**src/rtl/partita_driver_if.sv**
```systemverilog
// rtl/partita_driver_if.sv - engine-side handshake between the game driver and the game FSMD.
interface partita_driver_if;
  logic       inizia;
  logic [1:0] primo;
  logic [1:0] secondo;
  logic [1:0] manche;
  logic [1:0] partita;

  modport master (output inizia, primo, secondo, input manche, partita);
  modport slave  (input inizia, primo, secondo, output manche, partita);
endinterface

```
**src/rtl/partita_driver.sv**
```systemverilog
// rtl/partita_driver.sv - autonomous two-player stimulus driver with LFSR move generators.
// Optional macro LEGAL_MOVES_EN enables move legalization against each player's last winning move.
module partita_driver #(
  parameter int MAX_MOVES = 16,
  parameter int LFSR_W    = 8
) (
  input  logic              clk,
  input  logic              rst_n,
  input  logic              start,
  input  logic [1:0]        cfg_a,
  input  logic [1:0]        cfg_b,
  input  logic [LFSR_W-1:0] seed,
  partita_driver_if.master  eng,
  output logic              busy,
  output logic              done,
  output logic [1:0]        result,
  output logic              timeout,
  output logic [3:0]        wins1,
  output logic [3:0]        wins2,
  output logic [3:0]        ties
);

  localparam int CW = $clog2(MAX_MOVES + 1);
  localparam logic [LFSR_W-1:0] TAPS = LFSR_W'(8'h71);

  typedef enum logic [2:0] {S_IDLE, S_CFG, S_SETTLE, S_PLAY, S_WAIT, S_DONE} state_t;

  state_t            state, state_n;
  logic [LFSR_W-1:0] l1, l2, seed_inv;
  logic [1:0]        cfg_a_q, cfg_b_q;
  logic [1:0]        f1, f2, m1, m2, m1_q, m2_q;
  logic [CW-1:0]     cnt;
  logic              inizia_c;
  logic [1:0]        primo_c, secondo_c;
  logic              accept;

  function automatic logic [LFSR_W-1:0] lfsr_next(input logic [LFSR_W-1:0] v);
    return {v[LFSR_W-2:0], 1'b0} ^ (v[LFSR_W-1] ? TAPS : '0);
  endfunction

  function automatic logic [3:0] sat_inc(input logic [3:0] v);
    return (v == 4'hF) ? v : v + 4'd1;
  endfunction

`ifdef LEGAL_MOVES_EN
  function automatic logic [1:0] legalize(input logic [1:0] raw, input logic [1:0] f);
    logic [1:0] base;
    base = (raw == 2'b00) ? 2'b01 : raw;
    if (f != 2'b00 && base == f)
      return (base == 2'b11) ? 2'b01 : base + 2'b01;
    return base;
  endfunction

  assign m1 = legalize(l1[1:0], f1);
  assign m2 = legalize(l2[1:0], f2);
`else
  assign m1 = l1[1:0];
  assign m2 = l2[1:0];
`endif

  assign seed_inv = ~seed;
  assign accept   = start && (state == S_IDLE || state == S_DONE);

  always_comb begin
    state_n   = state;
    inizia_c  = 1'b0;
    primo_c   = 2'b00;
    secondo_c = 2'b00;
    case (state)
      S_IDLE:   if (start) state_n = S_CFG;
      S_CFG: begin
        inizia_c  = 1'b1;
        primo_c   = cfg_a_q;
        secondo_c = cfg_b_q;
        state_n   = S_SETTLE;
      end
      S_SETTLE: state_n = S_PLAY;
      S_PLAY: begin
        primo_c   = m1;
        secondo_c = m2;
        state_n   = (eng.partita != 2'b00) ? S_DONE : S_WAIT;
      end
      S_WAIT: begin
        if (eng.partita != 2'b00 || cnt == CW'(MAX_MOVES)) state_n = S_DONE;
        else                                               state_n = S_PLAY;
      end
      S_DONE:   if (start) state_n = S_CFG;
      default:  state_n = S_IDLE;
    endcase
  end

  assign eng.inizia  = inizia_c;
  assign eng.primo   = primo_c;
  assign eng.secondo = secondo_c;
  assign busy        = (state == S_CFG) || (state == S_SETTLE) || (state == S_PLAY) || (state == S_WAIT);
  assign done        = (state == S_DONE);

  always_ff @(posedge clk or negedge rst_n) begin
    if (!rst_n) begin
      state   <= S_IDLE;
      l1      <= '0;
      l2      <= '0;
      cfg_a_q <= 2'b00;
      cfg_b_q <= 2'b00;
      f1      <= 2'b00;
      f2      <= 2'b00;
      m1_q    <= 2'b00;
      m2_q    <= 2'b00;
      cnt     <= '0;
      wins1   <= 4'd0;
      wins2   <= 4'd0;
      ties    <= 4'd0;
      result  <= 2'b00;
      timeout <= 1'b0;
    end else begin
      state <= state_n;
      if (accept) begin
        // An all-zero LFSR would lock up, so either generator starting at zero gets 1 instead.
        l1      <= (seed == '0) ? LFSR_W'(1) : seed;
        l2      <= (seed_inv == '0) ? LFSR_W'(1) : seed_inv;
        cfg_a_q <= cfg_a;
        cfg_b_q <= cfg_b;
        cnt     <= '0;
        wins1   <= 4'd0;
        wins2   <= 4'd0;
        ties    <= 4'd0;
        result  <= 2'b00;
        timeout <= 1'b0;
      end
      if (state == S_PLAY) begin
        l1   <= lfsr_next(l1);
        l2   <= lfsr_next(l2);
        m1_q <= m1;
        m2_q <= m2;
        cnt  <= cnt + CW'(1);
        if (eng.partita != 2'b00) result <= eng.partita;
      end
      if (state == S_WAIT) begin
        case (eng.manche)
          2'b01: begin wins1 <= sat_inc(wins1); f1 <= m1_q;  f2 <= 2'b00; end
          2'b10: begin wins2 <= sat_inc(wins2); f2 <= m2_q;  f1 <= 2'b00; end
          2'b11: begin ties  <= sat_inc(ties);  f1 <= 2'b00; f2 <= 2'b00; end
          default: ;
        endcase
        // An engine verdict outranks the watchdog when both land in the same cycle.
        if (eng.partita != 2'b00) begin
          result <= eng.partita;
        end else if (cnt == CW'(MAX_MOVES)) begin
          result  <= 2'b11;
          timeout <= 1'b1;
        end
      end
    end
  end

endmodule
```
**src/flat_wrapper.sv**
```systemverilog
// flat-port wrapper written by rule: the top's interface ports become plain ports
module partita_driver_flat 
#(
  parameter int MAX_MOVES = 16,
  parameter int LFSR_W    = 8
)
  (clk, rst_n, start, cfg_a, cfg_b, seed, busy, done, result, timeout, wins1, wins2, ties, eng_inizia, eng_primo, eng_secondo, eng_manche, eng_partita);
  partita_driver_if eng_i ();
  input  logic clk;
  input  logic rst_n;
  input  logic start;
  input  logic [1:0] cfg_a;
  input  logic [1:0] cfg_b;
  input  logic [LFSR_W-1:0] seed;
  output logic busy;
  output logic done;
  output logic [1:0] result;
  output logic timeout;
  output logic [3:0] wins1;
  output logic [3:0] wins2;
  output logic [3:0] ties;
  output wire logic [$bits(eng_i.inizia)-1:0] eng_inizia;
  output wire logic [$bits(eng_i.primo)-1:0] eng_primo;
  output wire logic [$bits(eng_i.secondo)-1:0] eng_secondo;
  input wire logic [$bits(eng_i.manche)-1:0] eng_manche;
  input wire logic [$bits(eng_i.partita)-1:0] eng_partita;
  assign eng_inizia = eng_i.inizia;
  assign eng_primo = eng_i.primo;
  assign eng_secondo = eng_i.secondo;
  assign eng_i.manche = eng_manche;
  assign eng_i.partita = eng_partita;
  partita_driver #(.MAX_MOVES(MAX_MOVES), .LFSR_W(LFSR_W)) u_core (.clk(clk), .rst_n(rst_n), .start(start), .cfg_a(cfg_a), .cfg_b(cfg_b), .seed(seed), .eng(eng_i), .busy(busy), .done(done), .result(result), .timeout(timeout), .wins1(wins1), .wins2(wins2), .ties(ties));
endmodule
```
**config.mk**
```make
export PLATFORM = sky130hd
export DESIGN_NAME = partita_driver_flat
export DESIGN_NICKNAME = d
export VERILOG_FILES = /design/src/rtl/partita_driver_if.sv /design/src/rtl/partita_driver.sv /design/src/flat_wrapper.sv
export SDC_FILE = /design/constraint.sdc
export NUM_CORES = 1
export LEC_CHECK = 0
export ABC_AREA = 1
export CORE_MARGIN = 2
export CORE_UTILIZATION = 53
export DETAILED_ROUTE_END_ITERATION = 10
export PLACE_DENSITY_LB_ADDON = 0.15
export SYNTH_ARGS = -nofsm -noshare
export SYNTH_HDL_FRONTEND = slang
export SYNTH_SLANG_ARGS = --single-unit
```
**constraint.sdc**
```tcl
create_clock -name clk -period 1.8 [get_ports clk]
set_input_delay 0.54 -clock clk [delete_from_list [all_inputs] [get_ports clk]]
set_output_delay 0.54 -clock clk [all_outputs]
set_load 0.05 [all_outputs]
```
# Word-level counts from Yosys, hierarchy flattened
# Index checks and enable logic that the tools add are counted.
# totals
regBits,43
inputBits,19
out_inout_bits,22
wordCells,85
# op_classes
addsub,4
n_eq_ne,16
n_mux,39
bitwise_logic,3
n_reduce_logical,12
# ops
cell,n
2-to-1 mux 4 bit,12
2-to-1 mux 8 bit,6
zero test 8 bit,2
XOR 8 bit,2
one-hot mux 3 bit (5 select lines),1
2-to-1 mux 7 bit,2
"adder 4 x 1 -> 4 bit, second input constant",3
"== test 4 bit, second input constant",3
2-to-1 mux 2 bit,6
2-to-1 mux 5 bit,2
"inequality test 3 bit, second input constant",3
inverter 8 bit,1
one-hot mux 2 bit (2 select lines),2
"== test 3 x 2 -> 1 bit, second input constant",2
"== test 3 bit, second input constant",2
2-to-1 mux 1 bit,6
2-to-1 mux 3 bit,2
"adder 5 x 1 -> 5 bit, second input constant",1
"== test 5 bit, second input constant",1
logical OR 1 bit,5
"== test 2 bit, second input constant",2
nonzero test 2 bit,2
"== test 3 x 1 -> 1 bit, second input constant",1
zero test 3 bit,1
other kinds (4),4

# Depth between registers and ports, before layout
# depth
depth_word,9
ltp_mapped,10
depth_no_buf,8

# Worst setup path after synthesis
# No wires, ideal clock.
# synth_path
path_kind,register to output
from,reg u_core.state[1]
to,out eng_primo[0]
arrival_ns,1.823
required_ns,1.260
slack_ns,-0.563
path_stages_with_launch,6
n_path_buf,0
path_cell_list,dfrtp_1 > inv_2 > nand2_1 > nor2_1 > nand2_1 > nand2_1
# synth_via
elab_chain_len,2
word_cells_on_any_way,3
cone_classes,eq/ne (2); mux (1)
# synth_rtl
element,line_no,text
start: declaration,partita_driver.sv:28,"state_t state, state_n;"
start signal: assignment,partita_driver.sv:116,state <= state_n;
== test 3 x 2 -> 1 bit / == test 3 x 1 -> 1 bit (equally long branches),partita_driver.sv:69,case (state)
one-hot mux 2 bit (2 select lines) *,partita_driver.sv:69,
end: declaration,flat_wrapper.sv:23,output wire logic [$bits(eng_i.primo)-1:0] eng_primo;
# Mark *: on every way between the ends. The rest lies on a longest branch, timed or not.

# Worst setup path after layout
# layout_path
from,reg u_core.state[1]
to,out eng_secondo[0]
# layout_via
elab_chain_len,2
word_cells_on_any_way,3
cone_classes,eq/ne (2); mux (1)
# layout_rtl
element,line_no,text
== test 3 x 2 -> 1 bit / == test 3 x 1 -> 1 bit (equally long branches),partita_driver.sv:69,
one-hot mux 2 bit (2 select lines) *,partita_driver.sv:69,
end: declaration,flat_wrapper.sv:24,output wire logic [$bits(eng_i.secondo)-1:0] eng_secondo;
# Marked as above.

==> impl_results.html <==
<table>
<tr><th>Metric</th><th>Value</th></tr>
<tr><th colspan="2">Run status</th></tr>
<tr><td>Run status</td><td>finished, violations left</td></tr>
<tr><td>Violations in the final reports</td><td>setup timing</td></tr>
<tr><th colspan="2">Global routing</th></tr>
<tr><td>Number of global-route vias before repair</td><td>2,267</td></tr>
<tr><td>First-pass GRT wire length</td><td>9830 um</td></tr>
<tr><td>Antenna violations before repair</td><td>0</td></tr>
<tr><td>Remaining global-route overflow</td><td>0</td></tr>
<tr><td>Largest net degree at the start of global routing</td><td>28</td></tr>
<tr><td>Overall Global Routing Usage</td><td>23.7%</td></tr>
<tr><th colspan="2">STA</th></tr>
<tr><td>Setup repair after global routing missed its margin</td><td>yes</td></tr>
<tr><td>Worst clock skew</td><td>0.00683 ns</td></tr>
<tr><td>Final hold viol count</td><td>0</td></tr>
<tr><td>Actual transition at the worst max-transition pin</td><td>0.429 ns</td></tr>
<tr><td>Final worst-path cycle share</td><td>107%</td></tr>
<tr><td>Fmax</td><td>0.521 GHz</td></tr>
<tr><td>Max-Slew Margin vs Limit</td><td>71.4%</td></tr>
<tr><td>Final worst-path setup slack</td><td>-0.118 ns</td></tr>
<tr><td>Final min period</td><td>1.92 ns</td></tr>
<tr><td>Setup violators final</td><td>6</td></tr>
<tr><td>Final Max Tran Viols</td><td>0</td></tr>
<tr><th colspan="2">Clocking</th></tr>
<tr><td>CTS max path bufs</td><td>2</td></tr>
<tr><td>Clock tree from TritonCTS</td><td>done</td></tr>
<tr><td>CTS H-Tree Depth</td><td>2</td></tr>
<tr><td>CTS Buf Count</td><td>5</td></tr>
<tr><td>Sink Count</td><td>43</td></tr>
<tr><td>Clock transition at path regs</td><td>0.08 ns</td></tr>
<tr><td>Clk Latency, worst-skew pair</td><td>0.30 ns</td></tr>
<tr><td>Clk root buf</td><td>clkbuf_8</td></tr>
<tr><th colspan="2">Setup path</th></tr>
<tr><td>Largest fanout of any net on the critical path</td><td>5</td></tr>
<tr><td>Worst setup path class</td><td>flop to output pin</td></tr>
<tr><td>Required time of the critical path</td><td>1.26 ns</td></tr>
<tr><td>Register-to-register path setup slack</td><td>0.19 ns</td></tr>
<tr><td>Worst-path cell with the longest stage delay</td><td>dfrtp_1</td></tr>
<tr><td>Arrival time at the worst endpoint</td><td>1.38 ns</td></tr>
<tr><td>Critical path startpoint category</td><td>flop</td></tr>
<tr><td>Crit. End Element</td><td>output pin</td></tr>
<tr><td>Longest individual stage delay on the worst path</td><td>0.42 ns</td></tr>
<tr><td>CP dominant cell by count</td><td>nand2_4</td></tr>
<tr><td>Cell-by-cell trace of the critical path</td><td>inv_2 -&gt; nand2_4 -&gt; nor2_4 -&gt; nand2_1 -&gt; nand2_4 -&gt; buf_12</td></tr>
<tr><th colspan="2">Drt</th></tr>
<tr><td>Number of vias per cell</td><td>5.38</td></tr>
<tr><td>Remaining antenna violation count after routing</td><td>0</td></tr>
<tr><td>Total wire length after detailed routing</td><td>5660 um</td></tr>
<tr><td>DR vias</td><td>2,306</td></tr>
<tr><td>Violation count after the first detailed-route iteration</td><td>150</td></tr>
<tr><td>DRC violations left</td><td>0</td></tr>
<tr><td>Routed length per placed instance</td><td>13.2 um</td></tr>
<tr><td>Pre-antenna DRT Iters</td><td>4</td></tr>
<tr><th colspan="2">Power</th></tr>
<tr><td>Cell Pwr Density</td><td>1600 nW/um^2</td></tr>
<tr><td>Max rail drop VDD</td><td>0.961 mV</td></tr>
<tr><td>Leakage power total</td><td>0.00171 uW</td></tr>
<tr><th colspan="2">Die</th></tr>
<tr><td>Horizontal extent of the die</td><td>72.6 um</td></tr>
<tr><td>Ports</td><td>41</td></tr>
<tr><td>Floorplan row count</td><td>24</td></tr>
<tr><td>Initial core utilization</td><td>56.1%</td></tr>
<tr><td>Die Height</td><td>72.6 um</td></tr>
<tr><td>Core footprint</td><td>4440 um^2</td></tr>
<tr><td>Area enclosed by the die boundary</td><td>5260 um^2</td></tr>
<tr><th colspan="2">Finish</th></tr>
<tr><td>Antenna cell count</td><td>0</td></tr>
<tr><td># nets final</td><td>400</td></tr>
<tr><td>Fraction of layout instances using a drive strength above 1</td><td>24.9%</td></tr>
<tr><td>Final standard cell area without fillers</td><td>3420 um^2</td></tr>
<tr><td>Area Overhead vs Synth</td><td>37.4%</td></tr>
<tr><td>Share of the core filled with cells</td><td>77.0%</td></tr>
<tr><th colspan="2">Logic synthesis</th></tr>
<tr><td>Synthesized area per cell</td><td>7.86 um^2</td></tr>
<tr><td>Gate count after technology mapping</td><td>317</td></tr>
<tr><td>Predominant post-synthesis flop cell</td><td>dfrtp_1</td></tr>
<tr><td>Synthesized cell area</td><td>2490 um^2</td></tr>
<tr><td>Fraction of registers with async set/reset</td><td>100%</td></tr>
<tr><td>Area share of the largest cell type after synthesis</td><td>43.2%</td></tr>
<tr><td>Top cells by count, synth</td><td>nand2_1 (100), nand3_1 (50), dfrtp_1 (43), inv_1 (25)</td></tr>
<tr><td>Number of synthesized flops with an enable pin</td><td>0</td></tr>
<tr><td>Top cells by area in the synthesized netlist</td><td>dfrtp_1 (43%), nand2_1 (15%), nand3_1 (10%)</td></tr>
<tr><td>Post-Syn Nets</td><td>341</td></tr>
<tr><td>Yosys top cell by area</td><td>dfrtp_1</td></tr>
<tr><td>Flop and latch count out of synthesis</td><td>43</td></tr>
<tr><td>Cell with the most instances after synthesis</td><td>nand2_1</td></tr>
<tr><td>Number of unique standard cell types used by synthesis</td><td>34</td></tr>
<tr><td>Fraction of the yosys area taken by sequential cells</td><td>43.2%</td></tr>
<tr><td>Synth Warn #</td><td>0</td></tr>
<tr><th colspan="2">Placed design</th></tr>
<tr><td>Input/output buffers</td><td>40</td></tr>
<tr><td>DP Area</td><td>3220 um^2</td></tr>
<tr><td>Detailed-placement wirelength estimate</td><td>3980 um</td></tr>
<tr><td>GPL Wtd Cong</td><td>0.867</td></tr>
<tr><th colspan="2">Run</th></tr>
<tr><td># Max-Cap Violations</td><td>0</td></tr>
<tr><th colspan="2">Min path</th></tr>
<tr><td>Hold crit path type</td><td>primary input to asynchronous set/reset pin</td></tr>
</table>
==> state kept, by name (all words and copies together) (netlist names) <==
name and flops:
u_core.wins1 4, u_core.result 2, u_core.wins2 4, u_core.state 3, u_core.cnt 5, u_core.l1 8, u_core.cfg_b_q 2, u_core.timeout 1
u_core.ties 4, u_core.l2 8, u_core.cfg_a_q 2
==> timing repair <==
action | CTS | global route
pin swaps | 4 | 4
setup endpoints to repair | 6 | 7
resized for setup | 15 | 1
gates cloned | 0 | 0
hold buffers | 0 | 0
buffers inserted | 6 | 3
==> routing by layer <==
metal	vias up	global-route usage, %	routed length (um)
met5	-	0	0
met4	0	8.23	59
met3	8	5.00	231
met1	1089	30.5	2450
met2	59	39.7	2920
li1	1150	-	-
==> cells by family (layout without fill, tap and decap cells) <==
| group | Yosys count | after routing | synth area share [%] |
|---|---|---|---|
| simple gates | 194 | 194 | 36.1 |
| flops | 43 | 43 | 43.2 |
| buf+inv | 40 | 100 | 8.89 |
| xor+xnor | 8 | 8 | 2.81 |
| compound gates | 27 | 27 | 6.48 |
| fa+ha+maj | 5 | 5 | 2.51 |
==> cells in the final DEF, fill, tap and decap left out, drive strengths merged, types with 2 or more instances in the layout <==
cell type      instances
a21oi                  4
and3                   2
buf                   46
clkbuf                 6
clkdlybuf4s50         17
dfrtp                 43
ha                     5
inv                   29
nand2                109
nand3                 52
nand4                  6
nor2                  17
o21ai                 22
or2                    6
xnor2                  2
xor2                   6
==> final timing paths <==
path	end	cells after the start	start
max	eng_secondo[0]	6	u_core.state[1]
min	u_core.state[0]	1	rst_n
max reg2reg	u_core.ties[0]	8	u_core.state[1]
min reg2reg	u_core.cfg_a_q[0]	2	u_core.cfg_a_q[0]
max in group asynchronous	u_core.l2[7]	2	rst_n
min in group clk	u_core.cfg_a_q[0]	2	u_core.cfg_a_q[0]
==> through the flow <==
| step | power [uW] | hold slack, ns | TNS (ns) | instances | worst slack, ns |
|---|---|---|---|---|---|
| detailed placement | 4630 | 0.475 | -0.573 | 412 | -0.161 |
| CTS | 5430 | 0.183 | -0.460 | 426 | -0.110 |
| global route | 5860 | 0.194 | -0.923 | 429 | -0.186 |
| finish | 5480 | 0.170 | -0.551 | 429 | -0.118 |
| global placement | 4560 | 0.465 | -0.341 | 412 | -0.0983 |
| floorplan | 3570 | 0.244 | -0.00387 | 317 | -0.00193 |
==> worst max-delay path: cells and delay by family, from the launching register on <==
family	cells	cell delay [ns]
flops	1	0.42
simple gates	4	0.43
buf+inv	2	0.23
==> cell type report <==
cell class | instances | area [um^2]
clock buffers | 6 | 72.6
clock inverters | 2 | 12.5
multi-input cells | 234 | 1260
fillers | 313 | 1020
repair buffers | 63 | 821
well taps | 52 | 65.1
flip-flops and latches | 43 | 1080
inverters | 29 | 114
==> power breakdown <==
| group | switching (uW) | internal, uW |
|---|---|---|
| sequential | 351 | 1330 |
| clock | 336 | 271 |
| combinational | 1780 | 1420 |
(Power assumes the default switching activity.)
==> edit 1, RTL diff (same flow settings) <==
The option `LEGAL_MOVES_EN` is turned on by a define.
--- a/src/rtl/partita_driver.sv
+++ b/src/rtl/partita_driver.sv
@@ -1,5 +1,7 @@
 // rtl/partita_driver.sv - autonomous two-player stimulus driver with LFSR move generators.
 // Optional macro LEGAL_MOVES_EN enables move legalization against each player's last winning move.
+`define LEGAL_MOVES_EN
+
 module partita_driver #(
   parameter int MAX_MOVES = 16,
   parameter int LFSR_W    = 8
Check against the original RTL: not equivalent (a bounded check fails within 4 cycles, from zero or initial values and one cycle with rst_n low).
==> edit 1 against the original RTL <==
- largest cell class unchanged
- largest power group unchanged
- synthesized cell count increased by 13%
- area after synthesis increased by 12%
- sequential cell count increased by 8
- highest routed layer unchanged
- worst setup slack got worse by 170 ps
- clock power increased by 6.3%
- sequential power increased by 20%
- critical path depth increased by 2
- via count increased by 19%
- register-to-register slack got worse by 100 ps
- routed wire length increased by 27%
- total power increased by 22%
- the run still ends with setup timing left
- final area increased by 16%
- combinational power increased by 26%
- critical path type unchanged
==> edit 1: results (changes against the original RTL) <==
Clk sink count: 51 (+19%)
Switching power: 3.024 mW (+22%)
CP startpoint: u_core.l1[1]
Largest net degree at the start of global routing: 52 (+86%)
Run status: finished, violations left
Syn nets: 383 (+12%)
Count of non-CTS inverters in the layout: 39 (+34%)
CTS Buf Count: 5 (unchanged)
Signal buf overhead: 23.85% (-0.13 points)
Fraction of area in multi-input gates: 35.68% (-1.1 points)
Xor/xnor share of the synthesized area: 2.828% (+0.015 points)
Post-CTS Setup Bufs: 18 (+12)
Met2 Resource Use GR: 43.54% (+3.8 points)
Layout cell share with drive strength beyond 1: 27.65% (+2.7 points)
Sequential area share after synthesis: 45.78% (+2.6 points)
Post_cts resized: 37 (+22)
GRT Total Usage: 26.02% (+2.3 points)
Met3 wire len: 422 µm (+83%)
Reg2reg end: u_core.ties[3]
Final WS setup: -291.7 ps (-173.6 ps)
Drt wl/cell: 14.21 µm (+7.7%)
Part of the power in registers: 30.2% (-0.4 points)
Clk. pwr: 0.645 mW (+6.3%)
Clock-cell share of area: 2.050% (-0.43 points)
Via density: 5.435 (+1.1%)
Crit path largest cell delay: 460 ps (+40 ps)
Metal-1 WL: 2972 µm (+21%)
Top flop regs: u_core.l1 x8, u_core.l2 x8, u_core.cnt x5
Placed cells: 473 (+15%)
Repair and plain buffers: 80 (+27%)
Hold_ws: 201.8 ps (+31.44 ps)
Gpl congestion: 0.8584 (-0.98%)
Number of global-route vias before repair: 2,656 (+17%)
Actual slew at the worst max-slew pin: 272.9 ps (-156.1 ps)
Critical path peak fanout: 6 (+1)
Final setup viols: 7 (+1)
Skew final: 9.636 ps (+2.809 ps)
Clock buf count: 7 (+1)
Worst path slowest cell: dfrtp_2
FF+latch area: 1279 µm² (+19%)
Peak VDD IR: 0.8466 mV (-12%)
First-pass GRT wire length: 12,210 µm (+24%)
DR iter-0 viols: 149 (-0.67%)
Violated checks: setup timing
Hpwl dp: 4413 µm (+11%)
FILL cells: 349 (+12%)
Post-Synth Adder-Cell Area: 2.244% (-0.27 points)
R2r setup slk: 90 ps (-100 ps)
Met3 Use GR: 4.976% (-0.024 points)
Cells after synthesis: 359 (+13%)
-- edit 1: cell types whose count changed in the layout (fill, tap and decap cells not counted), moves of 4 or more --
| cell | unedited run | this run |
|---|---|---|
| buf_4 | 19 | 33 |
| buf_6 | 2 | 6 |
| dfrtp_1 | 41 | 49 |
| inv_1 | 23 | 28 |
| nand2_1 | 93 | 80 |
| nand2_2 | 10 | 14 |
| nand3_1 | 48 | 56 |
| nor2_1 | 15 | 21 |
| nor2_4 | 2 | 7 |
| o21ai_1 | 2 | 9 |
| xnor2_1 | 2 | 6 |
-- edit 1: metrics by stage --
step           setup slack (ps)  TNS [ps]  instance area, µm²  power (mW)
4_1_cts                  -204.6     -1044                3908       6.518
3_5_place_dp              8.854         0                3570       5.321
3_3_place_gp              64.27         0                3570       5.246
6_report                 -291.7     -1442                3966       6.695
5_1_grt                  -383.6     -1836                3966       7.139
2_1_floorplan             24.81         0                2840       4.093
==> edit 2, RTL diff (config.mk and constraints unchanged) <==
Without the edit above. Re-encode `state_t` (6 states) as Gray code, 3 bits wide.
--- a/src/rtl/partita_driver.sv
+++ b/src/rtl/partita_driver.sv
@@ -23,7 +23,7 @@
   localparam int CW = $clog2(MAX_MOVES + 1);
   localparam logic [LFSR_W-1:0] TAPS = LFSR_W'(8'h71);
 
-  typedef enum logic [2:0] {S_IDLE, S_CFG, S_SETTLE, S_PLAY, S_WAIT, S_DONE} state_t;
+  typedef enum logic [2:0] {S_IDLE = 3'b000, S_CFG = 3'b001, S_SETTLE = 3'b011, S_PLAY = 3'b010, S_WAIT = 3'b110, S_DONE = 3'b111} state_t;
 
   state_t            state, state_n;
   logic [LFSR_W-1:0] l1, l2, seed_inv;
Function: same outputs for any inputs over 10 cycles, from zero or initial values and one cycle with rst_n low; not proved beyond that.
==> edit 2 against the original RTL <==
- the flow still finishes with violations (setup timing)
- worst setup slack better by 1.3 ps
- final area increased by 3.3%
- largest power group unchanged
- routed wire length up 8.5%
- die area grew 2.5%
- fmax about the same
- register-to-register slack worse by 20 ps
- sequential cell count unchanged
- final cell count up 7.5%
- area after synthesis is 2.7% higher
- total power increased by 9.4%
==> edit 2: results (changes against the original RTL) <==
Xor/xnor share of the synthesized area: 2.055% (-0.76 points)
Worst r2r path cells: 10 (+2)
Nets: 430 (+7.5%)
Largest net degree at the start of global routing: 44 (+57%)
Yosys Warn Count: 0 (unchanged)
Via density: 5.217 (-2.9%)
Pre-antenna DRT Iters: 4 (unchanged)
Drt wl/cell: 13.32 µm (+0.95%)
Critical path peak fanout: 5 (unchanged)
First-pass GRT wire length: 10,300 µm (+4.8%)
Distinct cell type count after synthesis: 27 (-21%)
Switching power: 2.741 mW (+11%)
Ranking of synthesized cells by area: dfrtp_1, nand2_1, nand3_1
Reg2reg end: u_core.l1[6]
Number of global-route vias before repair: 2,293 (+1.1%)
Run status: finished, violations left
DR iter-0 viols: 116 (-23%)
Layout cell share with drive strength beyond 1: 22.36% (-2.6 points)
Clk slew on worst S/H paths: 90 ps
Hpwl dp: 4238 µm (+6.6%)
CTS Buf Count: 5 (unchanged)
Commonest register cell after synthesis: dfrtp_1
Clk Latency, worst-skew pair: 300 ps (about the same)
Area post-placement: 3286 µm² (+2.0%)
Final setup viols: 6 (unchanged)
Top cells by count, synth: nand2_1, nand3_1, dfrtp_1
Post-synth ARST share: 100.0% (unchanged)
R2r setup slk: 170 ps (-20 ps)
Number of flops mapped to enable cells by yosys: 0 (unchanged)
Final WS setup: -116.8 ps (+1.322 ps)
Root Driver: clkbuf_8
H-tree Lvls: 2 (unchanged)
Synth Area in Compound Gates: 6.751% (+0.27 points)
Syn nets: 370 (+8.5%)
CP arrival: 1380 ps (about the same)
Setup TNS: -562.1 ps (-10.98 ps)
GRT Total Usage: 24.44% (+0.71 points)
Clock Path Buffers: 2 (unchanged)
Post-Synth Adder-Cell Area: 2.446% (-0.065 points)
Gpl congestion: 0.8492 (-2.0%)
Skew final: 7.539 ps (+0.7117 ps)
Worst setup path end: eng_secondo[0]
Violated checks: setup timing
Actual slew at the worst max-slew pin: 324.7 ps (-104.3 ps)
Leakage power: 1.784 nW (+4.4%)
Peak VDD IR: 0.8694 mV (-9.6%)
Hold_ws: 193.2 ps (+22.84 ps)
CP startpoint: u_core.state[1]
IO Port Bufs: 40 (unchanged)
Sequential area share after synthesis: 42.07% (-1.1 points)
-- edit 2: metrics by stage --
stage,total power [mW],util [%],std cells,setup slack (ps)
6_report,6.002,75.33,461,-116.8
5_1_grt,6.404,75.33,461,-179.4
4_1_cts,5.852,74.08,456,-129.6
3_5_place_dp,4.905,70.03,441,-34.83
3_3_place_gp,4.807,70.03,441,25.22
2_1_floorplan,3.805,-,346,-29.69
-- edit 2: cell families after synthesis --
kind of cell,count (synthesis)
xor gates and xnor gates,6
buffers and inverters,48
adders and majority gates,5
and+or+nand+nor,212
AOI/OAI and AO/OA,32
DFF,43
-- edit 2: metal layers --
metal	track usage [%]	vias to the layer above	wire length (µm)
li1	-	1216	-
met1	33.45	1130	2737
met2	39.68	55	3085
met3	4.252	4	260
met4	7.475	0	57
met5	0	-	0
-- edit 2: power groups by stage --
stage / combinational, mW / sequential [mW] / clock, mW
floorplan: 2.01 / 1.79 / 0
global placement: 3.14 / 1.66 / 0
detailed placement: 3.22 / 1.69 / 0
CTS: 3.41 / 1.67 / 0.772
global route: 3.87 / 1.72 / 0.812
finish: 3.55 / 1.69 / 0.766
-- edit 2: final cells by class --
class | count | area [µm²]
clock inverter | 3 | 43.79
fill | 355 | 1157
tap | 54 | 67.56
inverter | 35 | 135.1
sequential | 43 | 1079
clock buffer | 5 | 68.82
timing repair buffer | 66 | 830.8
multi-input combinational | 255 | 1310
-- edit 2: timing repair --
item,4_1_cts,5_1_grt
setup buffers,8,7
endpoints found under the setup margin,7,7
hold buffers,0,0
pin swaps,7,4
resized for setup,10,6
-- edit 2: critical path: stages, from the launching register on --
cell     delay, ps
dfrtp_2        410
buf_6          120
nand2_4         50
nor2_4         180
nand2_2        110
nand2_4         80
buf_12         130
